File: src/rtl/spdif_pkg.sv
// Shared constants for the S/PDIF transmit path: preamble codes, block length,
// and bit positions inside the 32-bit IEC 60958 subframe word.
package spdif_pkg;

    localparam logic [1:0] PRE_B = 2'b00;   // block start (left, frame 0)
    localparam logic [1:0] PRE_M = 2'b01;   // left, frames 1..191
    localparam logic [1:0] PRE_W = 2'b10;   // right

    localparam int FRAMES_PER_BLOCK = 192;

    localparam int AUDIO_MSB = 27;
    localparam int BIT_V     = 28;
    localparam int BIT_U     = 29;
    localparam int BIT_C     = 30;
    localparam int BIT_P     = 31;

    typedef enum logic {
        CH_LEFT  = 1'b0,
        CH_RIGHT = 1'b1
    } chan_e;

endpackage

File: src/rtl/spdif_cs_bit.sv
// Channel-status bit select: only bits 0..31 of the block are programmable,
// the remaining 160 bits of the block are always 0.
module spdif_cs_bit #(
    parameter logic [31:0] CS_LO = 32'h0000_0000
) (
    input  logic [7:0] frame_idx_i,
    output logic       cs_o
);

    // Frame index selects a CS_LO bit for the first 32 frames, 0 afterwards
    always_comb begin
        cs_o = 1'b0;
        if (frame_idx_i < 8'd32) cs_o = CS_LO[frame_idx_i[4:0]];
    end

endmodule

File: src/rtl/spdif_subframe_builder.sv
// Builds IEC 60958 subframes from buffered stereo PCM pairs for the
// biphase-mark encoder. One-pair holding register, left/right channel
// pointer, 192-frame block counter, sticky underrun flag.
module spdif_subframe_builder
    import spdif_pkg::*;
#(
    parameter int          SAMPLE_W = 24,
    parameter logic [31:0] CS_LO    = 32'h0000_0000
) (
    input  logic                clk,
    input  logic                rst_n,
    input  logic                s_valid,
    output logic                s_ready,
    input  logic [SAMPLE_W-1:0] s_left,
    input  logic [SAMPLE_W-1:0] s_right,
    input  logic                sf_req,
    output logic                sf_ack,
    output logic [31:0]         sf_data,
    output logic [1:0]          sf_pre,
    output logic [7:0]          frame_idx,
    output logic                underrun
);

    chan_e               chan_q, chan_d;
    logic                full_q;
    logic [SAMPLE_W-1:0] l_q, r_q;
    logic                live_q, live_d;
    logic [7:0]          frame_q;
    logic                rel_q;      // right subframe with live pair just acked: free the pair
    logic                adv_q;      // right subframe just acked: advance frame
    logic                ack_q;
    logic [31:0]         data_q;
    logic [1:0]          pre_q;
    logic                underrun_q;

    logic [7:0]          frame_nxt, cur_frame;
    logic                avail, use_live, cs_bit;
    logic [SAMPLE_W-1:0] sample;
    logic [23:0]         aud;
    logic [31:0]         word_d;
    logic [1:0]          pre_d;

    // The pair release and frame advance land one cycle after the right ack;
    // a left request in that same cycle must already see their effect.
    assign frame_nxt = (frame_q == 8'(FRAMES_PER_BLOCK - 1)) ? 8'd0 : frame_q + 8'd1;
    assign cur_frame = adv_q ? frame_nxt : frame_q;
    assign avail     = full_q && !rel_q;

    spdif_cs_bit #(.CS_LO(CS_LO)) u_cs (
        .frame_idx_i (cur_frame),
        .cs_o        (cs_bit)
    );

    // Channel pointer and live flag next state, plus the subframe word for a request
    always_comb begin
        chan_d   = chan_q;
        live_d   = live_q;
        use_live = live_q;
        sample   = r_q;
        pre_d    = PRE_W;
        if (chan_q == CH_LEFT) begin
            use_live = avail;
            sample   = l_q;
            pre_d    = (cur_frame == 8'd0) ? PRE_B : PRE_M;
        end
        if (sf_req) begin
            live_d = use_live;
            chan_d = (chan_q == CH_LEFT) ? CH_RIGHT : CH_LEFT;
        end

        aud = '0;
        aud[23 -: SAMPLE_W] = sample;   // left-justified, LSBs below SAMPLE_W stay 0

        word_d = '0;
        word_d[AUDIO_MSB -: 24] = use_live ? aud : 24'd0;
        word_d[BIT_V]           = !use_live;
        word_d[BIT_U]           = 1'b0;
        word_d[BIT_C]           = cs_bit;
        word_d[BIT_P]           = ^word_d[BIT_C:4];
    end

    // Channel pointer register
    always_ff @(posedge clk) begin
        if (!rst_n) chan_q <= CH_LEFT;
        else        chan_q <= chan_d;
    end

    // Holding register, frame counter, subframe output registers and underrun flag
    always_ff @(posedge clk) begin
        if (!rst_n) begin
            full_q     <= 1'b0;
            l_q        <= '0;
            r_q        <= '0;
            live_q     <= 1'b0;
            frame_q    <= 8'd0;
            rel_q      <= 1'b0;
            adv_q      <= 1'b0;
            ack_q      <= 1'b0;
            data_q     <= 32'd0;
            pre_q      <= PRE_B;
            underrun_q <= 1'b0;
        end else begin
            if (s_valid && !full_q) begin
                full_q <= 1'b1;
                l_q    <= s_left;
                r_q    <= s_right;
            end else if (rel_q) begin
                full_q <= 1'b0;
            end
            if (adv_q) frame_q <= frame_nxt;
            live_q <= live_d;
            rel_q  <= sf_req && (chan_q == CH_RIGHT) && live_q;
            adv_q  <= sf_req && (chan_q == CH_RIGHT);
            ack_q  <= sf_req;
            if (sf_req) begin
                data_q <= word_d;
                pre_q  <= pre_d;
                if (!use_live) underrun_q <= 1'b1;
            end
        end
    end

    assign s_ready   = !full_q;
    assign sf_ack    = ack_q;
    assign sf_data   = data_q;
    assign sf_pre    = pre_q;
    assign frame_idx = frame_q;
    assign underrun  = underrun_q;

endmodule

File: config.mk
export PLATFORM = sky130hd
export DESIGN_NAME = spdif_subframe_builder
export DESIGN_NICKNAME = d
export VERILOG_FILES = /design/src/rtl/spdif_pkg.sv /design/src/rtl/spdif_cs_bit.sv /design/src/rtl/spdif_subframe_builder.sv
export SDC_FILE = /design/constraint.sdc
export NUM_CORES = 1
export LEC_CHECK = 0
export BUFFER_PORTS_ARGS = -buffer_cell sky130_fd_sc_hd__buf_2
export CELL_PAD_IN_SITES_DETAIL_PLACEMENT = 0
export CELL_PAD_IN_SITES_GLOBAL_PLACEMENT = 1
export CORE_MARGIN = 3
export CORE_UTILIZATION = 39
export CTS_BUF_LIST = sky130_fd_sc_hd__clkbuf_4 sky130_fd_sc_hd__clkbuf_8
export DETAILED_ROUTE_END_ITERATION = 8
export GPL_TIMING_DRIVEN = 0
export PLACE_DENSITY_LB_ADDON = 0.05
export SYNTH_ARGS = -nofsm -noshare
export SYNTH_HDL_FRONTEND = slang
export SYNTH_SLANG_ARGS = --single-unit
File: constraint.sdc
create_clock -name clk -period 2.77 [get_ports clk]
set_clock_uncertainty 0.2 [all_clocks]
set_input_delay 0.1385 -clock clk [delete_from_list [all_inputs] [get_ports clk]]
set_output_delay 0.1385 -clock clk [all_outputs]
set_load 0.005 [all_outputs]
### Word-level counts from Yosys, hierarchy flattened

Memory sizes are Yosys's and may differ from the RTL's.
Index checks and enable logic that the tools add are counted.

* bits in registers: 92
* output and inout bits: 45
* memories kept: 1
* ROM bits: 32
* bits of input ports: 52

Memory list
* (no name shown): depth 32, width 1, rd ports 1, clocked after memory_dff 0, wr ports 0, line spdif_cs_bit.sv:13 `if (frame_idx_i < 8'd32) cs_o = CS_LO[frame_idx_i[4:0]];`

* reductions and logical operators: 11
* bitwise logic cells: 1
* eq/ne operators: 1
* add/subtract/negate cells: 1
* magnitude comparators: 2
* mux-type cells: 12

Operator list (number)
* $mux 24: 2
* $reduce_xor 27->1: 1
* $mux 8: 2
* $add 8x1->8 const B: 1
* $eq 8x8->1 const B: 1
* $logic_not 8->1: 1
* $lt 8x6->1 const B: 1
* $mux 1: 7
* $lt 5x6->1 const B: 1
* $logic_and 1x1->1: 4
* $logic_not 1->1: 3
* $mux 2: 1
* $reduce_and 2->1: 1
* $reduce_bool 2->1: 1
* $not 1->1: 1

### Depth between registers and ports, before layout

Gate-level depths: netlist of the first run.

* depth in word-level cells: 7
* depth in mapped cells: 9
* depth with buffers taken out: 7

### Hierarchy

From an unflattened synthesis of the first run, not the netlist that was laid out.

* cells, all modules: 503
* area total of the unflattened synthesis: 4194.0 µm²

Modules (own cells, without submodules)
* spdif_subframe_builder: area an instance 4182.8 µm², times used 1, cells each 501, sequential area each 1841.8 µm²
* spdif_cs_bit: area an instance 11.3 µm², times used 1, cells each 2, sequential area each 0.0 µm²

### Least setup slack after synthesis of the first run

Ideal clock, no wire load.

* path kind: register to register
* start: register chan_q
* end: register data_q[31] (netlist: sf_data[31])
* slack: 0.666 ns
* required time: 2.451 ns
* library setup time: 0.119 ns
* arrival time: 1.785 ns
* clock period less this slack: 2.104 ns
* cell stages (with the launch flop): 9
* path through: dfxtp_1 -> buf_6 -> buf_12 -> mux2i_2 -> xnor2_1 -> xnor2_1 -> xnor2_1 -> xnor3_1 -> o221a_1

* cells in the longest elaborated chain, start to end: 3
* elaborated cells between the ends (all ways): 5

RTL lines
* from (decl): line spdif_subframe_builder.sv:24 `chan_e chan_q, chan_d;`
* from (signal assigned): line spdif_subframe_builder.sv:85 `else chan_q <= chan_d;`
* $mux 24 or $mux 1 (tied branches): line spdif_subframe_builder.sv:61 `if (chan_q == CH_LEFT) begin`
* $mux 24 or $logic_not 1->1 (tied branches)
* $reduce_xor 27->1 (*): line spdif_subframe_builder.sv:79 `word_d[BIT_P] = ^word_d[BIT_C:4];`
* to (signal assigned): line spdif_subframe_builder.sv:116 `data_q <= word_d;`
* to (decl): line spdif_subframe_builder.sv:32 `logic [31:0] data_q;`

Every way passes the cells marked *; elsewhere a longest branch is shown, timed or not.
A chain may end at the register's enable or synchronous reset.

### Worst setup path in the final report of the first run

* start: register chan_q
* end: register data_q[14] (netlist: sf_data[14])

* cells in the longest elaborated chain, start to end: 2
* elaborated cells between the ends (all ways): 3

RTL lines
* $mux 24 or $mux 1 (tied branches): line spdif_subframe_builder.sv:61
* $mux 24 (*): line spdif_subframe_builder.sv:75 `word_d[AUDIO_MSB -: 24] = use_live ? aud : 24'd0;`

Marked as above.

==> results of run 1 <==
## through the flow
stage / hold WS, ns / setup slack (ns)
4_1_cts: 0.0816 / 0.229
6_report: 0.0872 / 0.253
3_5_place_dp: 0.196 / 0.248
5_1_grt: 0.105 / 0.0301
3_3_place_gp: 0.190 / 0.244
2_1_floorplan: 0.0834 / 0.666
## cells by family (layout without fill, tap and decap cells)
group	after synthesis	count (layout)	synth area share
flops	91	91	0.425
mux	39	39	0.0920
compound gates	94	94	0.154
simple gates	164	164	0.176
buf+inv	66	220	0.0698
fa+ha+maj	1	1	0.00292
xor+xnor	37	37	0.0789
other cells	1	6	0.000876
## synthesized netlist by cell type (all sizes together)
master | instances | area, um^2
nor3 | 2 | 10.0
and2 | 29 | 181
xnor3 | 1 | 22.5
xnor2 | 15 | 131
o32ai | 1 | 8.76
a21oi | 5 | 25.0
o221a | 1 | 11.3
o31ai | 1 | 7.51
a41oi | 2 | 17.5
nand4 | 1 | 6.26
nand2b | 4 | 25.0
and3 | 3 | 18.8
conb | 1 | 3.75
a21boi | 52 | 390
nand2 | 103 | 387
buf | 17 | 115
nor2b | 8 | 50.1
nand3b | 2 | 15.0
nand3 | 2 | 10.0
o21a | 2 | 15.0
a22o | 1 | 8.76
ha | 1 | 12.5
and3b | 1 | 8.76
xor2 | 21 | 184
mux2i | 39 | 394
o21ai | 5 | 25.0
clkbuf | 24 | 90.1
dfxtp | 91 | 1820
nor2 | 7 | 26.3
inv | 25 | 93.8
or3 | 1 | 6.26
o22ai | 24 | 150
and4 | 1 | 8.76
## registers in the layout, summed over array words and instances (netlist names), 2 cells and up
| name | flops |
|---|---|
| frame_idx | 8 |
| l_q | 24 |
| r_q | 24 |
| sf_data | 26 |
| sf_pre | 2 |
## power groups by stage
stage / registers [mW] / clock network (mW) / logic (mW)
4_1_cts: 1.41 / 0.854 / 0.524
3_5_place_dp: 1.44 / 0 / 0.468
5_1_grt: 1.42 / 0.917 / 0.576
3_3_place_gp: 1.44 / 0 / 0.463
6_report: 1.41 / 0.819 / 0.517
2_1_floorplan: 1.43 / 0 / 0.317
## worst register-to-register path: stages (launching register included)
cell      delay (ns)
dfxtp_1         0.31
buf_6           0.13
buf_12          0.15
buf_2           0.21
a21oi_1         0.33
nand2b_1        0.15
clkbuf_1        0.33
buf_2           0.31
o22ai_1         0.11
and2_1          0.18
## final timing paths
path         cells past startpoint  startpoint          end
min reg2reg                      2     r_q[22]      r_q[22]
max                              9      chan_q  sf_data[14]
max reg2reg                      9      chan_q  sf_data[14]
min                              2      sf_req        adv_q
## cell type report
cell class	instances	area share
flip-flops and latches	91	0.326
inverters	25	0.0168
repair buffers	138	0.168
clock buffers	14	0.0289
plain buffers	41	0.0368
clock inverters	2	0.00224
multi-input cells	341	0.391
well taps	136	0.0305
## layer usage
layer | vias up | share of wire | GRT usage
li1 | 1918 | - | -
met1 | 1656 | 0.48 | 0.261
met2 | 82 | 0.47 | 0.321
met3 | 4 | 0.042 | 0.0404
met4 | 0 | 0.0060 | 0.0435
met5 | - | 0 | 0
==> impl_metrics.toml, run 1 <==
[run_status]
run_status = "completed"

[global_route]
grt_max_degree = 14
wire_length_of_the_first_global_routing_pass_mm = 19.2
grt_antenna_before_repair = 1
vias_in_the_first_global_route = 3832
overflow = 0
grt_usage = 0.194

[finish]
fin_area_um2 = 5580
finish.cell_count_without_fillers = 788
final_net_count = 700
insertedDiodeCount = 0
most_used_cells_in_the_layout_excluding_fill_and_tap_cells = "nand2_1, buf_2, dfxtp_1, a21boi_0, dlygate4sd3_1"
final.fill_count = 1022
ff_latch_area_um2 = 1820
drive_gt1_frac = 0.181
postLayoutCoreUtil = 0.531
final_common_cell = "nand2_1"
multiInputGateArea_um2 = 2180
area_growth_pct = 30.3

[pwr]
switching_share = 0.268
internal-power_mw = 2.01
p_per_area_nw_per_um2 = 492
power.sequential.fraction = 0.514
p_leak_nw = 2.36
totalPowerFinal_mw = 2.75
total_switching_power_uw = 737
vdd.ir_drop.worst_mv = 0.223
combinational_group_share_of_total_power = 0.188
power.share.clock = 0.298

[critical_path]
required_ns = 2.82
timing.critical_path.slowest_stage_cell = "a21oi_1"
worstSetupStartpointType = "flip-flop"
worstSetupPathType = "flip-flop to flip-flop"
crit_path_cell_trace = "buf_6 > buf_12 > buf_2 > a21oi_1 > nand2b_1 > clkbuf_1 > buf_2 > o22ai_1 > and2_1"
timing.critical_path.fanout_max = 10
cpLargestDelayFamily = "buffers and inverters"
worstPathArrival_ns = 2.56
timing.critical_path.buf_inv = 5
crit_path_max_incr_delay_ns = 0.33
worst-r2r-setup-slack_ns = 0.25
path_common_cell = "buf_2"
crit_path_end_kind = "flip-flop"

[cts]
cts_buffers = 9
clkSlewWorstSetupHoldPaths_ns = 0.08
cts_root_buffer = "clkbuf_8"
cts_tree = "yes"
clock_latency_ns = 0.35
cts.repair_timing.setup_buffer_count = 0
cts_repair_resize_count = 0
number_of_clock_sinks_seen_by_cts = 91
cts_htree_levels = 3
cts-hold-fix-buffers = 49
clock_path_buffers = 2

[drt]
antenna_violating_nets_post_route = 0
post_dr_wirelength_cell_um = 14.6
routed_wirelength_mm = 11.5
detailed_route_vias_per_instance = 4.64
dr.pass1.iters = 4
routed-via-count = 3660
drt_first_iter_violations = 144
drc = 0

[sta]
rsz0062_at_grt = "false"
finalSetupViolations = 0
relative_slew_slack = 0.489
timing.setup.tns_ns = 0
hold_viol = 0
final.period_utilization = 0.909
clock.fmax_mhz = 397
drv_slew = 0
finalCriticalPeriod_ns = 2.52
timing_worst_slew_pin_value_ns = 0.766

[yosys]
postSynthAreaPerCell_um2 = 8.68
synthesis.area_um2 = 4280
synth_warnings = 0
netlist-cell-type-count = 39
yosysSeqAreaShare = 0.425
postSynthCellCount = 493
yosys_register_bits = 91

[floorplan]
die_w_um = 111
rows = 37
vertical_extent_of_the_die_um = 111
starting_density = 0.407
ios = 97
dieArea_um2 = 12300
core_region_area_um2 = 10500

[placement]
dp_hpwl_mm = 8.21
gpl.final_weighted_congestion = 0.809
dpl_cell_area_um2 = 4920
buffer_ports.inserted = 89
dp_cells = 723

[flow_run]
timing.max_cap.violations = 0

[hold_path]
min_path_type = "input pin to flip-flop"
No activity file was read; power rests on OpenSTA's default activity.
==> inputs of run 2 (changes only) <==
--- a/config.mk
+++ b/config.mk
@@ -9,7 +9,7 @@
 export CELL_PAD_IN_SITES_DETAIL_PLACEMENT = 0
 export CELL_PAD_IN_SITES_GLOBAL_PLACEMENT = 1
 export CORE_MARGIN = 3
-export CORE_UTILIZATION = 39
+export CORE_UTILIZATION = 41
 export CTS_BUF_LIST = sky130_fd_sc_hd__clkbuf_4 sky130_fd_sc_hd__clkbuf_8
 export DETAILED_ROUTE_END_ITERATION = 8
 export GPL_TIMING_DRIVEN = 0
@@ -17,3 +17,4 @@
 export SYNTH_ARGS = -nofsm -noshare
 export SYNTH_HDL_FRONTEND = slang
 export SYNTH_SLANG_ARGS = --single-unit
+export TNS_END_PERCENT = 5
==> run 2 against run 1 <==
Effect of this change: setup slack got worse by 0.014 ns; routed wire length fell by 1.7%; sequential power barely moved; non-clock buffer count did not move; utilization rose by 3.0 points; critical path depth did not move; fmax fell by 0.54%; largest cell class unchanged; total power rose by 1.1%; final cell count fell by 0.38%; register-to-register slack barely moved; die area fell by 4.6%.
==> impl_metrics.toml, run 2 (synthesis results as in run 1) <==
[finish]
drive_gt1_frac = 0.181
most_used_cells_in_the_layout_excluding_fill_and_tap_cells = "nand2_1, buf_2, dfxtp_1, a21boi_0, dlygate4sd3_1"
postLayoutCoreUtil = 0.561
final_common_cell = "nand2_1"
final.fill_count = 962
final_net_count = 700
multiInputGateArea_um2 = 2180
ff_latch_area_um2 = 1820
area_growth_pct = 30.5
insertedDiodeCount = 0
largest_register_ff_count = 26

[critical_path]
timing.critical_path.fanout_max = 10
timing.critical_path.buf_inv = 5
crit_path_end_kind = "flip-flop"
timing.critical_path.slowest_stage_cell = "a21oi_1"
crit_path_max_incr_delay_ns = 0.34
worstSetupStartpointType = "flip-flop"
required_ns = 2.82
worstSetupPathType = "flip-flop to flip-flop"
worstPathArrival_ns = 2.58
path_common_cell = "buf_2"
cpLargestDelayFamily = "buffers and inverters"
crit_path_cell_trace = "buf_6 > buf_12 > buf_2 > a21oi_1 > nand2b_1 > clkbuf_1 > buf_2 > o22ai_1 > and2_1"

[floorplan]
core_region_area_um2 = 9950
vertical_extent_of_the_die_um = 108
dieArea_um2 = 11700
die_w_um = 108
starting_density = 0.430
ios = 97
rows = 36

[sta]
post-route-worst-setup-slack_ns = 0.240
finalCriticalPeriod_ns = 2.53
finalSetupViolations = 0
hold_viol = 0
final.period_utilization = 0.913
rsz0062_at_grt = "false"
timing_worst_slew_pin_value_ns = 0.762
timing.setup.tns_ns = 0
clock.fmax_mhz = 395
drv_slew = 0
relative_slew_slack = 0.492
hold-worst-slack_ns = 0.0950

[cts]
clock_latency_ns = 0.36
number_of_clock_sinks_seen_by_cts = 91
cts_root_buffer = "clkbuf_8"
clock_path_buffers = 2
clkSlewWorstSetupHoldPaths_ns = 0.09
cts_tree = "yes"
cts_htree_levels = 3
cts_buffers = 9

[global_route]
overflow = 0
grt_usage = 0.198
wire_length_of_the_first_global_routing_pass_mm = 17.8
grt_max_degree = 16
vias_in_the_first_global_route = 3539
grt_antenna_before_repair = 0

[placement]
gpl.final_weighted_congestion = 0.802
buffer_ports.inserted = 89
dp_hpwl_mm = 7.97
preCtsSetupSlack_ns = 0.233

[flow_run]
timing.max_cap.violations = 0

[drt]
dr.pass1.iters = 4
antenna_violating_nets_post_route = 0
drt_first_iter_violations = 118
detailed_route_vias_per_instance = 4.72
routed_wirelength_mm = 11.3
drc = 0
post_dr_wirelength_cell_um = 14.4
routed-via-count = 3705

[hold_path]
min_path_type = "input pin to flip-flop"

[pwr]
p_per_area_nw_per_um2 = 497
vdd.ir_drop.worst_mv = 0.248
p_leak_nw = 2.36

[run_status]
run_status = "completed"
-- run 2: cell types whose count changed in the layout (fill, tap and decap cells not counted), sizes merged --
| cell | delta |
|---|---|
| clkbuf | -3 |
| clkinv | +1 |
| clkinvlp | +1 |
| inv | +1 |
-- run 2: worst paths after layout --
check / slack [ns] / depth (start not counted) / startpoint / endpoint
setup / recovery: 0.24 / 9 / chan_q / sf_data[11]
hold / removal: 0.09 / 2 / sf_req / adv_q
setup reg to reg: 0.24 / 9 / chan_q / sf_data[11]
hold reg to reg: 0.27 / 2 / r_q[20] / r_q[20]
-- run 2: per-layer routing --
metal  wire length [um]  GRT usage  vias to the layer above  share of wire
met1               5400      0.258                     1702           0.48
li1                   -          -                     1910              -
met4                156     0.0568                        0          0.014
met5                  0          0                        -              0
met3                494     0.0340                       12          0.044
met2               5240      0.336                       81           0.46
-- run 2: repair_timing --
item | 4_1_cts | 5_1_grt
hold buffers | 49 | 0
gates resized for setup | 0 | 0
endpoints found under the setup margin | 0 | 0
endpoints found under the hold margin | 49 | 0
setup buffers | 0 | 0
-- run 2: final cells by class --
| class | instances | share of cell area |
|---|---|---|
| Tap cell | 133 | 0.0298 |
| Clock inverter | 5 | 0.00672 |
| Multi-Input combinational cell | 341 | 0.390 |
| Buffer | 41 | 0.0367 |
| Inverter | 25 | 0.0168 |
| Sequential cell | 91 | 0.326 |
| Clock buffer | 11 | 0.0260 |
| Timing Repair Buffer | 138 | 0.168 |
-- run 2: stage by stage --
stage	std cells	cell area, um^2	total power [mW]
final	785	5590	2.78
after global routing	785	5590	2.90
after CTS	785	5590	2.80
after detailed placement	720	4910	1.90
after global placement	720	4910	1.90
after floorplan	498	4300	1.75
-- run 2: power breakdown --
group | leakage (nW) | total, mW | internal, mW | switching [mW]
Clock | 0.0894 | 0.852 | 0.365 | 0.488
Sequential | 0.743 | 1.41 | 1.37 | 0.0444
Combinational | 1.53 | 0.514 | 0.267 | 0.247
Total | 2.36 | 2.78 | 2.00 | 0.779
